[src/rtl/cpu_pkg.sv]
// rtl/cpu_pkg.sv - shared CPU widths, NOP constant and fetch queue entry type
package cpu_pkg;
  localparam int ADDR_W = 32;
  localparam int DATA_W = 32;
  localparam logic [DATA_W-1:0] NOP = 32'h0000_0000;

  typedef struct packed {
    logic [ADDR_W-1:0] pc;
    logic [DATA_W-1:0] data;
    logic              filled;
  } fetch_entry_t;
endpackage

[src/rtl/fetch_entry_ring.sv]
// rtl/fetch_entry_ring.sv - in-order fetch entry storage with alloc/fill/head pointers
module fetch_entry_ring
  import cpu_pkg::*;
#(
  parameter int DEPTH = 4,
  parameter int AW    = 32,
  parameter int DW    = 32
) (
  input  logic          Clk,
  input  logic          Reset,
  input  logic          flush,
  input  logic          alloc,
  input  logic [AW-1:0] alloc_pc,
  input  logic          fill,
  input  logic [DW-1:0] fill_data,
  input  logic          pop,
  output logic          head_filled,
  output logic [DW-1:0] head_data,
  output logic [AW-1:0] head_pc
);
  localparam int PW = $clog2(DEPTH);

  logic [PW-1:0]    alloc_ptr, fill_ptr, head_ptr;
  logic [AW-1:0]    pc_q   [DEPTH];
  logic [DW-1:0]    data_q [DEPTH];
  logic [DEPTH-1:0] filled_q;

  always_ff @(posedge Clk or negedge Reset) begin
    if (!Reset) begin
      alloc_ptr <= '0;
      fill_ptr  <= '0;
      head_ptr  <= '0;
      filled_q  <= '0;
      for (int i = 0; i < DEPTH; i++) begin
        pc_q[i]   <= '0;
        data_q[i] <= DW'(NOP);
      end
    end else if (flush) begin
      alloc_ptr <= '0;
      fill_ptr  <= '0;
      head_ptr  <= '0;
      filled_q  <= '0;
    end else begin
      if (alloc) begin
        pc_q[alloc_ptr]     <= alloc_pc;
        filled_q[alloc_ptr] <= 1'b0;
        alloc_ptr           <= alloc_ptr + PW'(1);
      end
      // fill_ptr only ever points at an allocated, unfilled entry, so it never aliases head on a pop
      if (fill) begin
        data_q[fill_ptr]   <= fill_data;
        filled_q[fill_ptr] <= 1'b1;
        fill_ptr           <= fill_ptr + PW'(1);
      end
      if (pop) begin
        filled_q[head_ptr] <= 1'b0;
        head_ptr           <= head_ptr + PW'(1);
      end
    end
  end

  assign head_filled = filled_q[head_ptr];
  assign head_data   = data_q[head_ptr];
  assign head_pc     = pc_q[head_ptr];
endmodule

[src/rtl/fetch_queue.sv]
// rtl/fetch_queue.sv - instruction fetch stage: memory request/grant, credit and drop
// accounting, and an in-order PC-tagged instruction queue feeding decode
module fetch_queue #(
  parameter int DEPTH  = 4,
  parameter int ADDR_W = cpu_pkg::ADDR_W,
  parameter int DATA_W = cpu_pkg::DATA_W
) (
  input  logic              Clk,
  input  logic              Reset,
  input  logic [ADDR_W-1:0] PC,
  output logic              PCAdvance,
  input  logic              Redirect,
  output logic              MemReq,
  output logic [ADDR_W-1:0] MemAddr,
  input  logic              MemGnt,
  input  logic              MemRValid,
  input  logic [DATA_W-1:0] MemRData,
  output logic              InstrValid,
  output logic [DATA_W-1:0] Instr,
  output logic [ADDR_W-1:0] InstrPC,
  input  logic              InstrReady
);
  localparam int CW = $clog2(DEPTH) + 1;
  localparam logic [CW:0] CAP = (CW+1)'(DEPTH);

  logic [CW-1:0] alloc_cnt, pend_cnt, drop_cnt;
  logic [CW:0]   credit_used;
  logic          grant, resp_drop, resp_fill, pop;
  logic          unused_pc_lsbs;

  assign unused_pc_lsbs = ^PC[1:0];
  assign MemAddr        = {PC[ADDR_W-1:2], 2'b00};

  // Entries awaiting a discarded response still hold a credit until it returns
  assign credit_used = {1'b0, alloc_cnt} + {1'b0, drop_cnt};
  assign MemReq      = Reset & ~Redirect & (credit_used < CAP);
  assign grant       = MemReq & MemGnt;
  assign PCAdvance   = grant;

  assign resp_drop = MemRValid & (drop_cnt != '0);
  assign resp_fill = MemRValid & (drop_cnt == '0) & (pend_cnt != '0);
  assign pop       = InstrValid & InstrReady & ~Redirect;

  always_ff @(posedge Clk or negedge Reset) begin
    if (!Reset) begin
      alloc_cnt <= '0;
      pend_cnt  <= '0;
      drop_cnt  <= '0;
    end else if (Redirect) begin
      // a response landing this cycle, dropped or not, is one fewer to discard later
      alloc_cnt <= '0;
      pend_cnt  <= '0;
      drop_cnt  <= drop_cnt + pend_cnt - CW'(resp_drop | resp_fill);
    end else begin
      alloc_cnt <= alloc_cnt + CW'(grant) - CW'(pop);
      pend_cnt  <= pend_cnt + CW'(grant) - CW'(resp_fill);
      drop_cnt  <= drop_cnt - CW'(resp_drop);
    end
  end

  fetch_entry_ring #(
    .DEPTH(DEPTH),
    .AW   (ADDR_W),
    .DW   (DATA_W)
  ) u_ring (
    .Clk        (Clk),
    .Reset      (Reset),
    .flush      (Redirect),
    .alloc      (grant),
    .alloc_pc   (PC),
    .fill       (resp_fill),
    .fill_data  (MemRData),
    .pop        (pop),
    .head_filled(InstrValid),
    .head_data  (Instr),
    .head_pc    (InstrPC)
  );
endmodule

[config.mk]
export PLATFORM = sky130hd
export DESIGN_NAME = fetch_queue
export DESIGN_NICKNAME = d
export VERILOG_FILES = /design/src/rtl/cpu_pkg.sv /design/src/rtl/fetch_entry_ring.sv /design/src/rtl/fetch_queue.sv
export SDC_FILE = /design/constraint.sdc
export NUM_CORES = 1
export LEC_CHECK = 0
export CORE_ASPECT_RATIO = 1.75
export CORE_MARGIN = 2
export CORE_UTILIZATION = 40
export CTS_CLUSTER_DIAMETER = 40
export DETAILED_ROUTE_END_ITERATION = 12
export PLACE_DENSITY = 0.59
export SLEW_MARGIN = 10
export SYNTH_ARGS = -nofsm -noshare
export SYNTH_HDL_FRONTEND = slang
export SYNTH_HIERARCHICAL = 1
export SYNTH_SLANG_ARGS = --single-unit
[constraint.sdc]
create_clock -name Clk -period 6.7 [get_ports Clk]
set_input_delay 0.67 -clock Clk [delete_from_list [all_inputs] [get_ports Clk]]
set_output_delay 0.67 -clock Clk [all_outputs]
set_load 0.05 [all_outputs]
Yosys cells after proc, flatten, opt, wreduce, memory -nomap -nowiden
Index checks and enable logic that the tools add are counted.
{ "word_totals": {"ff_bits": 275, "out_inout_bits": 99, "inputBits": 70} }
{ "op_classes": {"n_mux": 35, "order_cmp": 12, "bitwise_logic": 18, "n_addsub": 11, "n_reduce_logical": 13} }
{ "op_table": {"columns": ["op", "n"], "rows": [
  ["128-bit bitwise mux", 2],
  ["32-bit 2-to-1 mux", 6],
  ["32-bit binary-select mux with 2-bit select", 2],
  ["32-bit demux with 2-bit select", 2],
  ["4-bit 2-to-1 mux", 6],
  ["2-bit 2-to-1 mux", 6],
  ["3-bit by 1-bit subtractor with 3-bit output", 4],
  ["3-bit >= comparator (second input constant)", 3],
  ["2-bit by 3-bit less-than comparator with 1-bit output (second input constant)", 3],
  ["3-bit 2-to-1 mux", 3],
  ["2-bit inverter with 3-bit output", 3],
  ["1-bit bitwise AND", 8],
  ["4-bit bitwise AND", 2],
  ["4-bit inverter", 2],
  ["2-bit by 1-bit adder with 2-bit output (second input constant)", 3],
  ["3-bit by 1-bit adder with 3-bit output", 2],
  ["1-bit demux with 2-bit select", 3],
  ["2-bit by 1-bit >= comparator with 1-bit output (second input constant)", 3],
  ["3-bit by 1-bit less-than comparator with 1-bit output (second input constant)", 2],
  ["2-bit nonzero test", 3],
  ["3-bit nonzero test", 2],
  ["1-bit logical AND", 5],
  ["3-bit by 3-bit adder with 4-bit output", 1],
  ["4-bit by 3-bit less-than comparator with 1-bit output (second input constant)", 1],
  ["other kinds (8)", 12]
]} }

Logic depth before layout (Yosys ltp)
Gate-level depths: netlist of the first run.
{ "logic_depth": {"word_depth": 14, "depth_mapped": 13, "depth_no_buf": 10} }

Hierarchy
The synthesis of the first run kept the hierarchy.
{ "modules_own_cells": {"columns": ["module", "cells_each", "area_each_um2", "seq_area_each_um2", "n_inst"], "rows": [
  ["fetch_entry_ring", 680, 11717.5, 6656.4, 1],
  ["fetch_queue", 95, 910.9, 225.2, 1]
]} }

Worst setup path after synthesis of the first run
Ideal clock, no wire load.
{ "synth_path": {"path_kind": "register to register", "startpoint": "register drop_cnt[2]", "endpoint": "register alloc_cnt[2]", "stages_incl_launch_ff": 10, "synth_period_minus_slack_ns": 3.609, "required_time_ns": 6.567, "t_arrival_ns": 3.476, "path_slack_ns": 3.091, "path_cell_list": "dfrtp_1 ha_1 or4b_1 a311oi_2 and2_1 ha_1 inv_1 fa_1 xnor2_1 nor2_1"} }
{ "synth_via": {"elab_chain_cells": 7} }
{ "synth_lines": {"columns": ["element", "line_no", "text"], "rows": [
  ["from (decl)", "fetch_queue.sv:26", "logic [CW-1:0] alloc_cnt, pend_cnt, drop_cnt;"],
  ["from (signal assigned)", "fetch_queue.sv:53", "drop_cnt <= drop_cnt + pend_cnt - CW'(resp_drop | resp_fill);"],
  ["from (signal assigned)", "fetch_queue.sv:57", "drop_cnt <= drop_cnt - CW'(resp_drop);"],
  ["3-bit by 3-bit adder with 4-bit output", "fetch_queue.sv:35", "assign credit_used = {1'b0, alloc_cnt} + {1'b0, drop_cnt};"],
  ["4-bit by 3-bit less-than comparator with 1-bit output", "fetch_queue.sv:36", "assign MemReq = Reset & ~Redirect & (credit_used < CAP);"],
  ["1-bit bitwise AND", "fetch_queue.sv:36", null],
  ["via MemReq", "fetch_queue.sv:13", "output logic MemReq,"],
  ["1-bit bitwise AND", "fetch_queue.sv:37", "assign grant = MemReq & MemGnt;"],
  ["via PCAdvance", "fetch_queue.sv:11", "output logic PCAdvance,"],
  ["3-bit by 1-bit adder with 3-bit output", "fetch_queue.sv:55", "alloc_cnt <= alloc_cnt + CW'(grant) - CW'(pop);"],
  ["3-bit by 1-bit subtractor with 3-bit output", "fetch_queue.sv:55", null],
  ["3-bit 2-to-1 mux", "fetch_queue.sv:49", "end else if (Redirect) begin"],
  ["to (signal assigned)", "fetch_queue.sv:55", null],
  ["to (decl)", "fetch_queue.sv:26", null]
]} }
The timed path passes the listed nets, and every way through them passes these cells.
A chain may end at the register's enable or synchronous reset.

Worst setup path after layout of the first run
{ "layout_path": {"startpoint": "register u_ring.head_ptr[0]", "endpoint": "output port InstrPC[6]"} }
{ "layout_via": {"elab_chain_cells": 4} }
{ "layout_lines": {"columns": ["element", "line_no", "text"], "rows": [
  ["from (decl)", "fetch_entry_ring.sv:23", "logic [PW-1:0] alloc_ptr, fill_ptr, head_ptr;"],
  ["from (signal assigned)", "fetch_entry_ring.sv:57", "head_ptr <= head_ptr + PW'(1);"],
  ["2-bit inverter with 3-bit output (implied by the code)", "fetch_entry_ring.sv:64", "assign head_pc = pc_q[head_ptr];"],
  ["32-bit binary-select mux with 2-bit select", "fetch_entry_ring.sv:64", null],
  ["32-bit 2-to-1 mux (implied by the code) (2 in series)", "fetch_entry_ring.sv:64", null],
  ["to (decl)", "fetch_queue.sv:20", "output logic [ADDR_W-1:0] InstrPC,"]
]} }
No other way between the ends. The select of a mux whose other input is x is not followed.

==> flow_summary.ini, run 1 <==
[floorplanning]
core.rowCount = 86
fp.dieArea_um2 = 33100
initial_core_util_pct = 40.3
core_um2 = 31300
die-width_um = 138
ios = 169
chipHeight_um = 239

[timing]
final.setup_skew_ns = 0.0271
maxSlewViolCount = 0
finalWorstPathRequiredPeriod_ns = 4.24
slew_headroom_pct = 27.7
worstMarginPinSlew_ns = 1.08
rsz0062_at_grt = no
max_freq_ghz = 0.236
period_share_pct = 63.2
setup_viols_final = 0
final.setup.tns_ns = 0
hold_violations = 0

[global_route]
antenna_found_initial = 0
grt_usage_pct = 16.4
global_route_wire_length_before_repair_um = 42700
grt_overflow = 0
grt_start_max_net_pins = 171
grt_pass1_vias = 7673

[status]
outcome = finished, final reports clean

[clock_tree]
cts_hold_repair.buffers = 0
tritoncts.num_buffers = 34
clk_pin_slew_worst_paths_ns = 0.06
cts_tree = yes
clock_tree.root_cell = clkbuf_16
cts_post_setup_buffers_inserted = 0
post_cts_resized = 0
worstSkewPairLatency_ns = 0.52
clock_path_buffers = 3
h_tree_levels = 2
tritoncts_num_sinks = 275

[setup_path]
worst_path_fanout_max = 44
worst-setup-path-type = reg -> out
critPathRequiredTime_ns = 6.03
critPathArrivalTime_ns = 3.57
crit_path_end_kind = primary output
setup.reg_to_reg.worst_slack_ns = 2.98
launching_element_type_of_the_critical_path = flip-flop

[synth]
mappedNetlistArea_um2 = 12600
synth_compound_area_share_pct = 0.882
yosys.area_share.xor_xnor_pct = 0.743
synth-seq-area-share_pct = 54.5
combinational_family_with_the_most_area_after_synthesis = multiplexers
synth_simple_gate_area_share_pct = 1.55
syn_inst = 775
adder_and_majority_gate_portion_of_the_synthesized_area_pct = 2.75
synth.mux.area_fraction_pct = 34.8
synth.yosys.warnings = 6
avgSynthCellArea_um2 = 16.3
ys_ff_latch = 275
synthDistinctLibCells = 32

[route]
final_wirelength_um = 26300
drtIter0Drc = 209
routed-via-count = 6964
drc = 0
detail-route-antenna-nets = 0
wl_per_cell_um = 19.7
drt_pre_antenna_iters = 4
route.detailed.vias_per_inst = 5.22

[placed_design]
detailed_place_hpwl_um = 15800
placement.io_buffers = 166
final_weighted_congestion_in_routability_driven_placement = 0.703

[layout]
post_route_cells_drive_above_1_share_pct = 42.9
insertedDiodeCount = 0
finish.utilization_pct = 49.4
filler_cell_count = 2733
layout.nets = 1009
syn_to_final_growth_pct = 22.4

[pwr]
static-leakage-power_uw = 0.00727
power.density_nw_per_um2 = 341
worst_ir_drop_vdd_mv = 0.221

[run]
timing.max_cap.violations = 0

[min_path]
worst_hold_path_type = in -> async
## flip-flops by register name, indices dropped and copies added, names as in the netlist
signal and count:
u_ring/data_q 128, u_ring/pc_q 128, u_ring/filled_q 4, alloc_cnt 3, drop_cnt 3, pend_cnt 3
u_ring/alloc_ptr 2, u_ring/fill_ptr 2, u_ring/head_ptr 2
## placed cells by master (no fill, tap or decap), types with 4 or more instances in the layout
master	instances
dfrtp_1	273
mux2_2	256
clkdlybuf4s50_1	165
mux4_2	65
clkbuf_16	35
ha_1	23
inv_1	19
nor2_1	11
buf_4	10
clkbuf_1	8
clkinv_2	8
nand3b_2	8
nand2_1	6
xnor2_1	6
mux2i_1	5
clkbuf_8	5
a21bo_2	4
a221oi_1	4
## layer usage
metal	up-vias	GRT usage, %	share of wire, %
li1	3083	-	-
met1	3692	19.2	39
met2	143	29.9	54
met3	46	3.35	4.2
met4	0	5.50	2.4
met5	-	0	0
## kinds of logic after synthesis
logic type | after synthesis
AO/OA/AOI/OAI | 12
XOR/XNOR | 9
adder cells (fa/ha/maj) | 26
buffers and inverters | 95
flip-flops | 275
multiplexers | 326
other | 1
AND/OR/NAND/NOR | 31
## per-stage QoR
| step | std cells | hold WS [ns] | setup slack [ns] | total power, uW | cell area (um2) |
|---|---|---|---|---|---|
| after floorplan | 776 | 0.374 | 3.09 | 3050 | 12600 |
| after global placement | 1273 | 0.481 | 2.34 | 3550 | 14400 |
| after detailed placement | 1273 | 0.487 | 2.31 | 3570 | 14400 |
| after CTS | 1334 | 0.224 | 2.29 | 5380 | 15500 |
| after global routing | 1334 | 0.243 | 2.19 | 5520 | 15500 |
| final | 1334 | 0.191 | 2.46 | 5280 | 15500 |
## area by class of cell
type	instances	area, um2	area share [%]
clock buffers	48	975	6.31
repair buffers	177	1760	11.4
well taps	396	495	3.21
multi-input cells	406	5160	33.4
inverters	19	71.3	0.461
clock inverters	13	104	0.672
flip-flops and latches	275	6890	44.6
## report_power, final
group          internal, uW  leakage (uW)  total, uW  switching [uW]
logic                   651       0.00298       1550             901
registers              1860       0.00376       1970             106
clock network          1060      0.000535       1760             701
total                  3570       0.00727       5280            1710
## cell usage after synthesis
| master | n | share of area (%) |
|---|---|---|
| buf_12 | 3 | 0.48 |
| nand2b_1 | 1 | 0.050 |
| o31ai_1 | 1 | 0.059 |
| xnor2_1 | 6 | 0.42 |
| nor2b_1 | 2 | 0.099 |
| buf_2 | 31 | 1.2 |
| xor3_1 | 1 | 0.19 |
| a311oi_2 | 1 | 0.12 |
| a221oi_1 | 4 | 0.28 |
| o31a_1 | 1 | 0.069 |
| dfrtp_1 | 275 | 54 |
| mux4_2 | 65 | 12 |
| nor2_1 | 11 | 0.33 |
| nand3b_2 | 8 | 0.71 |
| o21ai_0 | 1 | 0.040 |
| buf_6 | 1 | 0.089 |
| mux2i_1 | 5 | 0.40 |
| or4b_1 | 1 | 0.079 |
| mux2_2 | 256 | 23 |
| nor4_1 | 1 | 0.050 |
| fa_1 | 3 | 0.48 |
| clkbuf_1 | 3 | 0.089 |
| conb_1 | 1 | 0.030 |
| buf_8 | 1 | 0.12 |
| ha_1 | 23 | 2.3 |
| nand2_1 | 6 | 0.18 |
| buf_4 | 36 | 2.1 |
| and2_1 | 1 | 0.050 |
| xor2_1 | 2 | 0.14 |
| buf_1 | 1 | 0.030 |
| inv_1 | 19 | 0.56 |
| a21bo_2 | 4 | 0.32 |
## critical path: stages, from the launching register on
cell and delay [ns]:
dfrtp_4 1.04, buf_4 0.62, mux4_2 0.58, clkdlybuf4s50_1 0.77
## final timing paths
path	from	cells after the start	end
setup / recovery	u_ring/head_ptr[0]	3	InstrPC[6]
min in group Clk	u_ring/pc_q[38]	1	u_ring/pc_q[38]
hold reg to reg	u_ring/pc_q[38]	1	u_ring/pc_q[38]
max in group asynchronous	Reset	2	u_ring/pc_q[119]
setup reg to reg	drop_cnt[2]	6	u_ring/pc_q[107]
hold / removal	Reset	1	drop_cnt[2]
No activity file was read; power rests on OpenSTA's default activity.
==> run 2: changes to the inputs <==
Settings changed: PLACE_DENSITY 0.59 to 0.61.
Clock period 6.7 ns to 3.4 ns, I/O delays scaled along.
==> run 2 against run 1 <==
Non-clock buffer count grew 9. Die area is the same. Setup slack lost 2.3 ns. Utilization grew 0.89 points. Sequential share of layout area shrank 0.79 points. Clock skew shrank 0.0082 ns. First-iteration DRC count shrank 0.96%. Worst hold slack gained 0.27 ns. Wire length grew 0.85%.
==> flow_summary.ini, run 2 (synthesis results as in run 1) <==
[status]
outcome = finished, final reports clean

[clock_tree]
cts_tree = yes
tritoncts_num_sinks = 275
clk_pin_slew_worst_paths_ns = 0.05
h_tree_levels = 2
tritoncts.num_buffers = 36
clock_tree.root_cell = clkbuf_16
worstSkewPairLatency_ns = 0.52
clock_path_buffers = 3
cts_post_setup_buffers_inserted = 0

[setup_path]
startpoint = drop_cnt[2]
critPathSlowestCell = or4b_1
cp_slowest_stage_delay_ns = 0.58
worst-setup-path-type = reg -> out
critPathArrivalTime_ns = 2.85
launching_element_type_of_the_critical_path = flip-flop
critPathRequiredTime_ns = 3.06
reg2reg_depth = 9
worstReg2RegStart = drop_cnt[2]
worst_path_fanout_max = 13
crit_path_end_kind = primary output
setup.reg_to_reg.worst_slack_ns = 0.39
worstReg2RegEnd = alloc_cnt[2]
crit_path_cell_trace = ha_1 -> or4b_1 -> a311oi_4 -> and2_2 -> buf_4 -> buf_12

[route]
drc = 0
final_wirelength_um = 26600
routed-via-count = 7001
drt_pre_antenna_iters = 4
wl_per_cell_um = 19.7
route.detailed.vias_per_inst = 5.20
drtIter0Drc = 207
detail-route-antenna-nets = 0

[pwr]
p_clk_share_pct = 34.9
power_frac_seq_pct = 36.2
power.density_nw_per_um2 = 680
netSwitchingFraction_pct = 31.9
static-leakage-power_uw = 0.00736
worst_ir_drop_vdd_mv = 0.480
power.total_uw = 10700
power_switching_uw = 3410
combinational_share_of_power_pct = 28.8
intPower_uw = 7280

[timing]
worstMarginPinSlew_ns = 0.980
period_share_pct = 93.7
hold_violations = 0
slew_headroom_pct = 34.7
final.setup_skew_ns = 0.0189
rsz0062_at_grt = no
max_freq_ghz = 0.314
maxSlewViolCount = 0
final.setup.tns_ns = 0
setup_viols_final = 0
finalWorstPathRequiredPeriod_ns = 3.19

[floorplanning]
core_um2 = 31300
core.rowCount = 86
die-width_um = 138
initial_core_util_pct = 40.3
ios = 169
chipHeight_um = 239
fp.dieArea_um2 = 33100

[placed_design]
placement.io_buffers = 166
final_weighted_congestion_in_routability_driven_placement = 0.738
detailed_place_hpwl_um = 16200

[layout]
finish.utilization_pct = 50.2
layout_commonest_cell = dfrtp_1
syn_to_final_growth_pct = 24.6
biggestRegsByFlops = u_ring/data_q x128, u_ring/pc_q x128, u_ring/filled_q x4
layout.nets = 1020
layout.cells.most_common_list = dfrtp_1, mux2_2, clkdlybuf4s50_1
post_route_cells_drive_above_1_share_pct = 43.9

[run]
timing.max_cap.violations = 0

[global_route]
grt_start_max_net_pins = 164
grt_pass1_vias = 7775
grt_overflow = 0
global_route_wire_length_before_repair_um = 43000
antenna_found_initial = 1
grt_usage_pct = 16.5

[min_path]
worst_hold_path_type = in -> async
run 2: cell types whose count changed in the layout (fill, tap and decap cells not counted), moves of 2 or more:
cell	before	now
clkbuf_16	35	37
clkinvlp_4	1	9
buf_4	10	13
clkinv_2	8	2
clkdlybuf4s50_1	165	163
bufinv_16	1	3
clkbuf_1	8	6
buf_12	1	8
inv_6	2	0
run 2: worst max-delay path, delay by kind of cell, from the launching register on:
family,cells,cell delay [ns]
adder cells (fa/ha/maj),1,0.28
buffers and inverters,2,0.32
AND/OR/NAND/NOR,2,0.98
flip-flops,1,0.42
AO/OA/AOI/OAI,1,0.34
run 2: routing by layer:
layer,vias to the layer above,track usage (%),share of wire [%],routed length [um]
li1,3120,-,-,-
met2,133,30.3,55,14500
met1,3708,19.0,39,10500
met3,40,3.39,3.9,1030
met5,-,0,0,0
met4,0,5.38,2.1,568
run 2: stage by stage:
step	worst slack, ns	hold WS (ns)	cells	cell area (um2)
after floorplan	0.142	0.0444	776	12600
after global placement	0.414	0.430	1281	14500
after detailed placement	0.364	0.420	1281	14500
after CTS	0.152	0.467	1345	15700
after global routing	0.102	0.508	1346	15700
final	0.213	0.460	1346	15700
run 2: worst max-delay path by stage:
| stage | endpoint | depth (start not counted) |
|---|---|---|
| 3_3_place_gp | alloc_cnt[2] | 9 |
| 2_1_floorplan | alloc_cnt[2] | 9 |
| 3_5_place_dp | pend_cnt[2] | 9 |
| 5_1_grt | PCAdvance | 6 |
| 6_report | PCAdvance | 6 |
| 4_1_cts | PCAdvance | 6 |
run 2: power groups by stage:
stage          Sequential [uW]  Clock (uW)  Combinational, uW
2_1_floorplan             3860           0               2150
3_3_place_gp              3920           0               3100
3_5_place_dp              3930           0               3120
4_1_cts                   3880        3870               3130
5_1_grt                   3930        4010               3250
6_report                  3880        3740               3080
run 2: final cells by class:
| type | instances | area, um2 |
|---|---|---|
| diodes | 1 | 2.50 |
| fillers | 2668 | 15600 |
| clock buffers | 47 | 1000 |
| repair buffers | 186 | 1910 |
| clock inverters | 16 | 185 |
| multi-input cells | 406 | 5170 |
| well taps | 396 | 495 |
| flip-flops and latches | 275 | 6890 |
| inverters | 19 | 71.3 |
run 2: repair_timing:
action,in CTS,in global routing
resized for setup,0,0
hold buffers,1,0
endpoints found under the hold margin,34,0
